**config.mk**
```make
export PLATFORM = sky130hd
export DESIGN_NAME = alu_mp_seq
export DESIGN_NICKNAME = d
export VERILOG_FILES = /design/src/rtl/alu_pkg.sv /design/src/rtl/alu_mp_seq.sv
export SDC_FILE = /design/constraint.sdc
export NUM_CORES = 1
export LEC_CHECK = 0
export CORE_MARGIN = 5
export CORE_UTILIZATION = 40
export CTS_CLUSTER_DIAMETER = 200
export DETAILED_ROUTE_END_ITERATION = 12
export HOLD_SLACK_MARGIN = 0.02
export PLACE_DENSITY = 0.71
export SETUP_SLACK_MARGIN = 0.2
export SYNTH_ARGS = -nofsm -noshare
export SYNTH_HDL_FRONTEND = slang
export SYNTH_SLANG_ARGS = --single-unit
```
**constraint.sdc**
```tcl
create_clock -name clk -period 5.3 [get_ports clk]
set_clock_uncertainty 0.05 [all_clocks]
set_input_delay 0.795 -clock clk [delete_from_list [all_inputs] [get_ports clk]]
set_output_delay 0.795 -clock clk [all_outputs]
set_load 0.01 [all_outputs]
```
**src/rtl/alu_pkg.sv**
```systemverilog
// Shared definitions for the 8-bit ALU and the multi-precision sequencer:
// ALU command encodings, the multi-precision op enum and the sequencer states.
package alu_pkg;

    // ALU command encodings
    localparam logic [2:0] ALU_ADD  = 3'b000;
    localparam logic [2:0] ALU_SHL  = 3'b001;
    localparam logic [2:0] ALU_SHR  = 3'b010;
    localparam logic [2:0] ALU_NAND = 3'b011;
    localparam logic [2:0] ALU_SUB  = 3'b100;

    // Multi-precision operations handled by the sequencer
    typedef enum logic [1:0] {
        MP_ADD = 2'd0,
        MP_SUB = 2'd1,
        MP_SHL = 2'd2,
        MP_SHR = 2'd3
    } mp_op_t;

    // Sequencer FSM states
    typedef enum logic [2:0] {
        IDLE = 3'd0,
        RD_A = 3'd1,
        RD_B = 3'd2,
        EXEC = 3'd3,
        DONE = 3'd4
    } seq_state_t;

    // Shifts only need operand A, so they skip the RD_B cycle
    function automatic logic is_shift(input mp_op_t op);
        return (op == MP_SHL) || (op == MP_SHR);
    endfunction

    // Value fed into alu_sc_i for the first byte processed.
    // SUB is done as A + ~B + 1, so its chain starts with a carry of 1.
    function automatic logic first_sc(input mp_op_t op, input logic fill);
        logic sc;
        case (op)
            MP_ADD:  sc = 1'b0;
            MP_SUB:  sc = 1'b1;
            default: sc = fill;
        endcase
        return sc;
    endfunction

endpackage

```
**src/rtl/alu_mp_seq.sv**
```systemverilog
// Multi-precision sequencer: streams operand bytes from a sync-read data
// memory through an external 8-bit ALU, chaining the ALU shift/carry signal
// between bytes and writing each result byte back to memory.
module alu_mp_seq
    import alu_pkg::*;
#(
    parameter int AW     = 8,
    parameter int MAXLEN = 16,
    localparam int LW    = $clog2(MAXLEN + 1)
) (
    input  logic          clk,
    input  logic          reset_n,
    input  logic          start,
    input  mp_op_t        op,
    input  logic [LW-1:0] len,
    input  logic [AW-1:0] a_base,
    input  logic [AW-1:0] b_base,
    input  logic [AW-1:0] r_base,
    input  logic          fill_i,
    output logic [AW-1:0] mem_addr,
    input  logic [7:0]    mem_rdata,
    output logic          mem_we,
    output logic [AW-1:0] mem_waddr,
    output logic [7:0]    mem_wdata,
    output logic [2:0]    alu_cmd,
    output logic [7:0]    alu_a,
    output logic [7:0]    alu_b,
    output logic          alu_sc_i,
    input  logic [7:0]    alu_rslt,
    input  logic          alu_sc_o,
    output logic          busy,
    output logic          done,
    output logic          carry_o,
    output logic          zero_o
);

    localparam logic [LW-1:0] MAXLEN_L = LW'(MAXLEN);
    localparam logic [LW-1:0] ONE_L    = LW'(1);

    seq_state_t    state_reg, state_next;
    mp_op_t        op_reg;
    logic [AW-1:0] a_base_reg, b_base_reg, r_base_reg;
    logic [LW-1:0] idx_reg;     // byte currently being processed
    logic [LW-1:0] cnt_reg;     // bytes still to execute, including the current one
    logic [7:0]    a_q_reg;     // operand A byte held while B is read
    logic          carry_reg;   // shift/carry chain between bytes
    logic          zero_reg;    // AND of (result byte == 0) so far

    logic [LW-1:0] len_clamped;
    logic [AW-1:0] idx_ext;

    assign len_clamped = (len > MAXLEN_L) ? MAXLEN_L : len;
    assign idx_ext     = AW'(idx_reg);

    // State register
    always_ff @(posedge clk or negedge reset_n) begin
        if (!reset_n) begin
            state_reg <= IDLE;
        end else begin
            state_reg <= state_next;
        end
    end

    // Next-state logic; start is only honoured in IDLE
    always_comb begin
        state_next = state_reg;
        case (state_reg)
            IDLE: begin
                if (start) begin
                    state_next = (len_clamped == '0) ? DONE : RD_A;
                end
            end
            RD_A:    state_next = is_shift(op_reg) ? EXEC : RD_B;
            RD_B:    state_next = EXEC;
            EXEC:    state_next = (cnt_reg == ONE_L) ? DONE : RD_A;
            DONE:    state_next = IDLE;
            default: state_next = IDLE;
        endcase
    end

    // Operation context, byte index/count, operand capture, carry chain and zero flag
    always_ff @(posedge clk or negedge reset_n) begin
        if (!reset_n) begin
            op_reg     <= MP_ADD;
            a_base_reg <= '0;
            b_base_reg <= '0;
            r_base_reg <= '0;
            idx_reg    <= '0;
            cnt_reg    <= '0;
            a_q_reg    <= '0;
            carry_reg  <= 1'b0;
            zero_reg   <= 1'b1;
        end else begin
            case (state_reg)
                IDLE: begin
                    if (start) begin
                        op_reg     <= op;
                        a_base_reg <= a_base;
                        b_base_reg <= b_base;
                        r_base_reg <= r_base;
                        cnt_reg    <= len_clamped;
                        // SHR walks from the most significant byte downwards
                        if (op == MP_SHR && len_clamped != '0) begin
                            idx_reg <= len_clamped - ONE_L;
                        end else begin
                            idx_reg <= '0;
                        end
                        // Seeding the chain with the first-byte sc_i also gives the
                        // len==0 carry_o value for free
                        carry_reg  <= first_sc(op, fill_i);
                        zero_reg   <= 1'b1;
                    end
                end
                RD_B: begin
                    a_q_reg <= mem_rdata;
                end
                EXEC: begin
                    carry_reg <= alu_sc_o;
                    zero_reg  <= zero_reg & (alu_rslt == 8'h00);
                    cnt_reg   <= cnt_reg - ONE_L;
                    if (op_reg == MP_SHR) begin
                        idx_reg <= idx_reg - ONE_L;
                    end else begin
                        idx_reg <= idx_reg + ONE_L;
                    end
                end
                default: begin
                end
            endcase
        end
    end

    // Memory and ALU drive decoded from the current state
    always_comb begin
        mem_addr  = '0;
        mem_we    = 1'b0;
        mem_waddr = '0;
        alu_cmd   = ALU_ADD;
        alu_a     = 8'h00;
        alu_b     = 8'h00;
        alu_sc_i  = 1'b0;
        case (state_reg)
            RD_A: mem_addr = a_base_reg + idx_ext;
            RD_B: mem_addr = b_base_reg + idx_ext;
            EXEC: begin
                mem_we    = 1'b1;
                mem_waddr = r_base_reg + idx_ext;
                alu_sc_i  = carry_reg;
                // Subtraction uses ALU_ADD on ~B so the carry chains like an add;
                // shifts read A straight off the memory port (no RD_B cycle)
                case (op_reg)
                    MP_ADD: begin
                        alu_cmd = ALU_ADD;
                        alu_a   = a_q_reg;
                        alu_b   = mem_rdata;
                    end
                    MP_SUB: begin
                        alu_cmd = ALU_ADD;
                        alu_a   = a_q_reg;
                        alu_b   = ~mem_rdata;
                    end
                    MP_SHL: begin
                        alu_cmd = ALU_SHL;
                        alu_a   = mem_rdata;
                    end
                    MP_SHR: begin
                        alu_cmd = ALU_SHR;
                        alu_a   = mem_rdata;
                    end
                    default: begin
                    end
                endcase
            end
            default: begin
            end
        endcase
    end

    assign mem_wdata = alu_rslt;
    assign busy      = (state_reg == RD_A) || (state_reg == RD_B) || (state_reg == EXEC);
    assign done      = (state_reg == DONE);
    assign carry_o   = carry_reg;
    assign zero_o    = zero_reg;

endmodule

```
==> impl_metrics.tcl, run 1 <==
set metrics [dict create \
    postCtsSetupRepairBufs 0 \
    core_area_um2 7810 \
    final_core_util 0.560 \
    dp.cells 555 \
    avgViaCountPerCell 5.10 \
    synth_top_area_frac 0.370 \
    relSlewSlack 0.277 \
    yosysWarningCount 0 \
    cts_buffers 5 \
    cts_hold_buf 0 \
    routedWlPerCell_um 14.4 \
    synth.distinct_cells 50 \
    dp_slack_ns 1.29 \
    nNetsFinal 531 \
    clkSlewWorstSetupHoldPaths_ns 0.09 \
    end_kind "primary output" \
    clockBufferDepth 2 \
    worstPathArrival_ns 3.51 \
    cts-root-buf "clkbuf_8" \
    clk_latency_ns 0.30 \
    power.leakage_nw 1.91 \
    finalCriticalPeriod_ns 4.35 \
    gp_congestion 0.864 \
    synth_edf_count 0 \
    num_io_pins 101 \
    critPathKind "reg -> out" \
    final_cells 563 \
    start_kind "flip-flop" \
    worstPathRequired_ns 4.45 \
    synthTopCellsByArea "dfrtp_1, nand2_1, ha_1" \
    ys_async_sr_fraction 1.00 \
    irDropWorstVdd_uv 269 \
    grt_pass1_wl_mm 13.2 \
    synthCells 377 \
    hold_class "reg -> reg" \
    fillers 750 \
    final_common_cell "clkdlybuf4s50_1" \
    syn-cell-area_um2 3250 \
    tns_ns 0 \
    fmax_mhz 230 \
    period_share 0.821 \
    dr.pass1.iters 4 \
    antenna_found_initial 0 \
    hold_path_startpoint "b_base_reg[0]" \
    place_area_um2 4260 \
    postRouteAntennaNets 0 \
    r2r-start "op_reg[1]" \
    ys_seq_area_frac 0.378 \
    avgSynthCellArea_um2 8.62 \
    finalMaxSlewViolations 0 \
    diodes 0 \
    cts.sinks 49 \
    dp_hpwl_mm 6.15 \
    grt_overflow 0 \
    synth_fp_nets 448 \
    finalHoldViolCount 0 \
    grt_pass1_vias 2854 \
    die_h_um 100 \
    worst_pin_slew_ns 1.08 \
    h-tree-depth 2 \
    drtIter0Drc 120 \
    drt_wl_total_mm 8.13 \
    dieArea_um2 10000 \
    finalPower_mw 2.68 \
    cts-resized-gates 0 \
    rows 32 \
    maxCapViolations 0 \
    fin_area_um2 4370 \
    globalRouteTotalUtil 0.161 \
    drive_gt1_frac 0.0672 \
    initial_core_util 0.416 \
    synth_area_leader_cell "dfrtp_1" \
    status "finished, final reports clean" \
    grt_max_degree 50 \
    synth_ff_type "dfrtp_1" \
    portBuffers 99 \
    power.density_nw_per_um2 613 \
    finalSetupViolCount 0 \
    vias 2872 \
    startpoint "state_reg[1]" \
    hold_slack_ns 0.432 \
    cts_tree "done" \
    die_x_um 100 \
    drc_errors 0 \
    final_cell_mix "clkdlybuf4s50_1, nand2_1, dfrtp_1, nor2_1, ha_1" \
    path_max_fanout 8 \
    rsz0062_at_grt "no" \
    fin_ws_ns 0.948 \
    synth-seq-cells 49 \
    areaGrowthSynthToFinish_pct 34.5 \
]
==> routing by layer <==
metal	GRT usage	vias to the layer above	wire [um]
li1	-	1440	-
met1	0.215	1339	3580
met2	0.264	82	3900
met3	0.0264	11	518
met4	0.0611	0	133
met5	0	-	0
==> report_power, final <==
| group | total, mW | internal, mW | switching, mW |
|---|---|---|---|
| clock | 0.266 | 0.142 | 0.124 |
| combinational | 1.68 | 0.868 | 0.809 |
| sequential | 0.737 | 0.549 | 0.188 |
| total | 2.68 | 1.56 | 1.12 |
==> synth_stat cells, drive strengths merged (2+ instances only) <==
cell    instances
nor2           35
nor3b           2
fa              3
a21oi          14
clkbuf         10
nor4            5
a21o            5
mux2i          12
a211oi          4
buf            17
nor3           14
o221ai          2
nand3b          3
xor2            3
a221oi          2
nand2          91
o31a            3
and2            5
nor4b           3
o211ai          2
o22ai           2
dfrtp          48
nand3           3
o21ai           7
xnor2          15
nand2b          6
o21a            3
ha             16
inv             9
mux2           13
nor2b           4
nand4           2
==> final timing paths <==
| check | cells past startpoint | slack [ns] | end |
|---|---|---|---|
| min reg2reg | 2 | 0.43 | b_base_reg[0] |
| max reg2reg | 8 | 2.59 | idx_reg[4] |
| min in group asynchronous | 1 | 0.64 | r_base_reg[5] |
| min | 2 | 0.43 | b_base_reg[0] |
| max | 9 | 0.95 | mem_addr[7] |
| max in group asynchronous | 1 | 3.89 | r_base_reg[7] |
==> critical path, cell delays in order, from the launching register on <==
cell and delay (ns):
dfrtp_1 0.51, nor3b_4 0.47, mux2_2 0.41, ha_1 0.29, a211oi_1 0.30, nor2_1 0.12
o22ai_1 0.27, nor4_1 0.09, nor3_1 0.18, clkdlybuf4s50_1 0.56
==> cell families (layout without fill, tap and decap cells) <==
kind of cell | after synthesis | count (layout) | share of synthesized area
AND/OR/NAND/NOR | 177 | 177 | 0.248
AO/OA/AOI/OAI | 52 | 52 | 0.108
flip-flops | 49 | 49 | 0.378
buffers and inverters | 36 | 120 | 0.0543
multiplexers | 25 | 25 | 0.0820
adder cells (fa/ha/maj) | 19 | 19 | 0.0801
XOR/XNOR | 18 | 18 | 0.0485
other | 1 | 1 | 0.00115
==> area by class of cell <==
type	count	area (um2)	area share
clock buffers	6	72.6	0.0166
clock inverters	2	38.8	0.00887
inverters	9	33.8	0.00773
multi-input cells	292	1850	0.424
flip-flops and latches	49	1230	0.281
well taps	102	128	0.0292
repair buffers	103	1020	0.232
(Power assumes the default switching activity.)
==> run 2: changes to the inputs <==
==> constraint.sdc (replaced) <==
create_clock -name clk -period 4.2 [get_ports clk]
set_clock_uncertainty 0.05 [all_clocks]
set_input_delay 0.63 -clock clk [delete_from_list [all_inputs] [get_ports clk]]
set_output_delay 0.63 -clock clk [all_outputs]
set_load 0.01 [all_outputs]
==> run 2 against run 1 <==
Against the previous run: total power is 32% higher; first-iteration DRC count decreased by 26%; final cell count is 1.6% higher; highest routed layer unchanged.
==> impl_metrics.tcl, run 2 (same netlist as run 1, synthesis figures left out) <==
set metrics [dict create \
    clk_latency_ns 0.30 \
    clkSlewWorstSetupHoldPaths_ns 0.10 \
    grt_max_degree 50 \
    finalPower_mw 3.53 \
    avgViaCountPerCell 5.12 \
    relSlewSlack 0.267 \
    gp_congestion 0.852 \
    cts.sinks 49 \
    tns_ns 0 \
    dieArea_um2 10000 \
    critPathKind "reg -> out" \
    fin_area_um2 4480 \
    min_to "a_base_reg[0]" \
    rows 32 \
    cts-root-buf "clkbuf_8" \
    power.leakage_nw 1.99 \
    status "finished, final reports clean" \
    fmax_mhz 261 \
    portBuffers 99 \
    hold_depth 2 \
    grt_pass1_wl_mm 13.8 \
    power.density_nw_per_um2 787 \
    rrSetupSlack_ns 1.47 \
    r2r-start "op_reg[1]" \
    h-tree-depth 2 \
    seqCellArea_um2 1230 \
    drtIter0Drc 89 \
    place_area_um2 4260 \
    cts_tree "done" \
    die_h_um 100 \
    start_kind "flip-flop" \
    vias 2928 \
    worst_path_max_delay_cell "clkdlybuf4s50_1" \
    critPathBufInv 3 \
    maxCapViolations 0 \
    diodes 0 \
    multi_input_area_um2 1860 \
    fillers 687 \
    drc_errors 0 \
    finalCriticalPeriod_ns 3.84 \
    worstPathArrival_ns 3.16 \
    initial_core_util 0.416 \
    r2r_cells 8 \
    rsz0062_at_grt "no" \
    irDropWorstVdd_uv 270 \
    period_share 0.913 \
    core_area_um2 7810 \
    hold_class "reg -> reg" \
    worst_pin_slew_ns 1.10 \
    num_io_pins 101 \
    globalRouteTotalUtil 0.166 \
    drive_gt1_frac 0.0979 \
    postRouteAntennaNets 0 \
    finalHoldViolCount 0 \
    antenna_found_initial 0 \
    areaGrowthSynthToFinish_pct 38.0 \
    path_cells "nor3b_4 -> buf_4 -> mux2_2 -> ha_1 -> inv_1 -> fa_1 -> nor2b_2 -> o31a_1 -> o21bai_1 -> xnor2_1 -> nor2_1 -> clkdlybuf4s50_1" \
    slowest_delay_ns 0.55 \
    routedWlPerCell_um 14.5 \
    clockBufferDepth 2 \
    final_common_cell "clkdlybuf4s50_1" \
    finalMaxSlewViolations 0 \
    final_cell_mix "clkdlybuf4s50_1, nand2_1, dfrtp_1, nor2_1, ha_1" \
    end_kind "primary output" \
    die_x_um 100 \
    grt_pass1_vias 2957 \
    reg2reg_to "idx_reg[4]" \
    grt_overflow 0 \
    hold_path_startpoint "a_base_reg[0]" \
    nNetsFinal 540 \
    dp_hpwl_mm 6.11 \
    drt_wl_total_mm 8.28 \
    path_delay_family "buffers and inverters" \
    worstPathRequired_ns 3.52 \
    cts_buffers 5 \
    path_max_fanout 6 \
    dr.pass1.iters 4 \
    finalSetupViolCount 0 \
]
-- run 2: how the worst max path moves through the flow --
| stage | start | slack (ns) | depth (start not counted) | end |
|---|---|---|---|---|
| final | state_reg[2] | 0.36 | 12 | mem_addr[6] |
| after global routing | state_reg[2] | 0.20 | 12 | mem_addr[6] |
| after CTS | state_reg[1] | 0.20 | 10 | mem_addr[7] |
| after detailed placement | state_reg[1] | 0.32 | 9 | mem_addr[7] |
| after global placement | state_reg[1] | 0.44 | 9 | mem_addr[7] |
| after floorplan | state_reg[2] | 0.89 | 10 | mem_addr[7] |
-- run 2: through the flow --
stage	setup slack (ns)	std cells	utilization	hold slack, ns
after floorplan	0.893	377	-	0.284
after global placement	0.435	555	0.546	0.410
after detailed placement	0.316	555	0.546	0.412
after CTS	0.201	565	0.565	0.437
after global routing	0.199	572	0.574	0.455
final	0.364	572	0.574	0.433
-- run 2: worst reg2reg max path, stage by stage (launching register included) --
cell     delay, ns
dfrtp_1       0.85
nand2_1       0.27
inv_1         0.23
ha_1          0.30
a21o_1        0.19
a21oi_1       0.18
xnor2_1       0.17
a21oi_1       0.10
o221a_2       0.28
-- run 2: timing repair --
| action | CTS | global route |
|---|---|---|
| endpoints found under the setup margin | 4 | 4 |
| pin swaps | 0 | 1 |
| endpoints found under the hold margin | 0 | 0 |
| buffers inserted | 2 | 7 |
| resized for setup | 0 | 7 |
| hold buffers | 0 | 0 |
-- run 2: report_power, final --
group	leakage [nW]	switching, mW	total, mW	internal, mW
clock network	0.0687	0.167	0.407	0.240
logic	1.33	1.06	2.20	1.14
registers	0.594	0.225	0.921	0.695
total	1.99	1.45	3.53	2.08
-- run 2: layer usage --
| layer | wire length, um | up-vias | GRT usage |
|---|---|---|---|
| met5 | 0 | - | 0 |
| met4 | 124 | 0 | 0.0487 |
| met2 | 4000 | 87 | 0.281 |
| li1 | - | 1458 | - |
| met3 | 522 | 11 | 0.0341 |
| met1 | 3640 | 1372 | 0.214 |
-- run 2: layout make-up --
| class | instances | share of cell area |
|---|---|---|
| Inverter | 9 | 0.00754 |
| Tap cell | 102 | 0.0285 |
| Sequential cell | 49 | 0.275 |
| Clock buffer | 5 | 0.0154 |
| Timing Repair Buffer | 112 | 0.243 |
| Multi-Input combinational cell | 292 | 0.416 |
| Clock inverter | 3 | 0.0154 |
==> run 3: changes to the inputs <==
--- a/config.mk
+++ b/config.mk
@@ -6,11 +6,12 @@
 export NUM_CORES = 1
 export LEC_CHECK = 0
 export CORE_MARGIN = 5
-export CORE_UTILIZATION = 40
+export CORE_UTILIZATION = 33
 export CTS_CLUSTER_DIAMETER = 200
 export DETAILED_ROUTE_END_ITERATION = 12
+export DONT_BUFFER_PORTS = 1
 export HOLD_SLACK_MARGIN = 0.02
-export PLACE_DENSITY = 0.71
+export PLACE_DENSITY = 0.48
 export SETUP_SLACK_MARGIN = 0.2
 export SYNTH_ARGS = -nofsm -noshare
 export SYNTH_HDL_FRONTEND = slang
==> run 3 against run 2 <==
Against the previous run: maximum frequency rose by 2.7%; hold slack got worse by 0.34 ns; count of clock-buffer cells in the layout did not move.
==> impl_metrics.tcl, run 3 (same netlist as run 1, synthesis figures left out) <==
set metrics [dict create \
    irDropWorstVdd_uv 205 \
    cts-root-buf "clkbuf_8" \
    clkSlewWorstSetupHoldPaths_ns 0.10 \
    r2r-start "op_reg[1]" \
    dieArea_um2 11900 \
    period_share 0.889 \
    worst_path_max_delay_cell "dfrtp_1" \
    p_int_mw 1.55 \
    diodes 0 \
    core_area_um2 9680 \
    grt_pass1_vias 2588 \
    finalHoldViolCount 0 \
    rsz0062_at_grt "no" \
    drtIter0Drc 72 \
    gp_congestion 0.757 \
    worstPathArrival_ns 3.06 \
    comb_power_share 0.555 \
    clk_latency_ns 0.31 \
    drc_errors 0 \
    dr.pass1.iters 4 \
    switching_power_mw 1.35 \
    dp.cells 487 \
    hold_class "in -> async" \
    finalMaxSlewViolations 0 \
    portBuffers 0 \
    r2r_cells 8 \
    nNetsFinal 433 \
    cts_buffers 5 \
    vias 2525 \
    finalSetupViolCount 0 \
    path_delay_family "simple AND/OR/NAND/NOR gates" \
    h-tree-depth 2 \
    grt_pass1_wl_mm 12.9 \
    tns_ns 0 \
    relSlewSlack 0.474 \
    pwr-share-seq 0.324 \
    drt_wl_total_mm 8.16 \
    globalRouteTotalUtil 0.140 \
    multi_input_area_um2 1850 \
    worstPathRequired_ns 3.52 \
    routedWlPerCell_um 16.5 \
    areaGrowthSynthToFinish_pct 6.24 \
    path_depth 8 \
    antenna_found_initial 0 \
    worst_pin_slew_ns 0.788 \
    maxCapViolations 0 \
    power.density_nw_per_um2 841 \
    avgViaCountPerCell 5.09 \
    dp_hpwl_mm 6.04 \
    critPathKind "reg -> out" \
    path_max_fanout 8 \
    critPathBufInv 0 \
    fillers 1043 \
    seqCellArea_um2 1230 \
    num_io_pins 101 \
    clockBufferDepth 2 \
    end_kind "primary output" \
    startpoint "state_reg[1]" \
    final_cell_mix "nand2_1, dfrtp_1, nor2_1, ha_1, xnor2_1" \
    endpoint "mem_addr[7]" \
    finalCriticalPeriod_ns 3.74 \
    grt_max_degree 49 \
    rrSetupSlack_ns 1.45 \
    status "finished, final reports clean" \
    postCtsSetupRepairBufs 0 \
    initial_core_util 0.336 \
    final_core_util 0.356 \
    grt_overflow 0 \
    postRouteAntennaNets 0 \
    final_common_cell "nand2_1" \
    power.leakage_nw 1.56 \
    start_kind "flip-flop" \
    rows 36 \
    reg2reg_to "idx_reg[4]" \
    drive_gt1_frac 0.0882 \
    cts_tree "done" \
    switching_share 0.466 \
    slowest_delay_ns 0.51 \
    fmax_mhz 268 \
    clkPwrFrac 0.122 \
    hold_slack_ns 0.0940 \
    die_x_um 109 \
    cts.sinks 49 \
    die_h_um 109 \
    path_cells "nor3b_4 -> mux2_2 -> ha_1 -> a211oi_1 -> nor2_1 -> o22ai_1 -> nor4_1 -> nor3_1" \
    final_cells 496 \
]
run 3: cell types whose count changed in the layout (fill, tap and decap cells not counted), sizes merged:
cell,before,now
buf,14,5
bufinv,2,1
clkdlybuf4s50,97,0
clkinv,0,1
dlymetal6s2s,1,0
run 3: worst min path at each step:
stage / slack [ns] / endpoint / start / depth (start not counted)
after floorplan: 0.28 / a_base_reg[0] / reset_n / 0
after global placement: 0.29 / r_base_reg[3] / reset_n / 0
after detailed placement: 0.29 / r_base_reg[3] / reset_n / 0
after CTS: 0.08 / zero_o / reset_n / 0
after global routing: 0.07 / zero_o / reset_n / 0
final: 0.09 / zero_o / reset_n / 0
run 3: per-stage QoR:
| stage | total power [mW] | area, um2 | setup slack (ns) |
|---|---|---|---|
| floorplan | 2.24 | 3250 | 0.893 |
| global placement | 2.55 | 3310 | 0.842 |
| detailed placement | 2.59 | 3310 | 0.756 |
| CTS | 2.97 | 3450 | 0.391 |
| global route | 3.19 | 3450 | 0.251 |
| finish | 2.90 | 3450 | 0.465 |
run 3: repair_timing:
action | in CTS | in global routing
hold endpoints to repair | 48 | 0
hold buffers | 1 | 0
gates resized for setup | 0 | 0
setup endpoints to repair | 0 | 0
run 3: power groups by stage:
| stage | Combinational, mW | Sequential, mW | Clock, mW |
|---|---|---|---|
| 2_1_floorplan | 1.41 | 0.831 | 0 |
| 3_3_place_gp | 1.60 | 0.953 | 0 |
| 3_5_place_dp | 1.63 | 0.955 | 0 |
| 4_1_cts | 1.65 | 0.946 | 0.372 |
| 5_1_grt | 1.83 | 0.976 | 0.385 |
| 6_report | 1.61 | 0.940 | 0.353 |
run 3: layout make-up:
class,instances,share of cell area
clock inverter,3,0.0127
sequential,49,0.356
multi-input combinational,292,0.537
timing repair buffer,5,0.0167
inverter,9,0.00979
tap,133,0.0482
clock buffer,5,0.0199
run 3: per-layer routing:
metal	track usage	up-vias	part of all wire
met5	0	-	0
met3	0.0432	6	0.067
met4	0.0472	0	0.014
met2	0.244	58	0.50
li1	-	1241	-
met1	0.162	1220	0.42
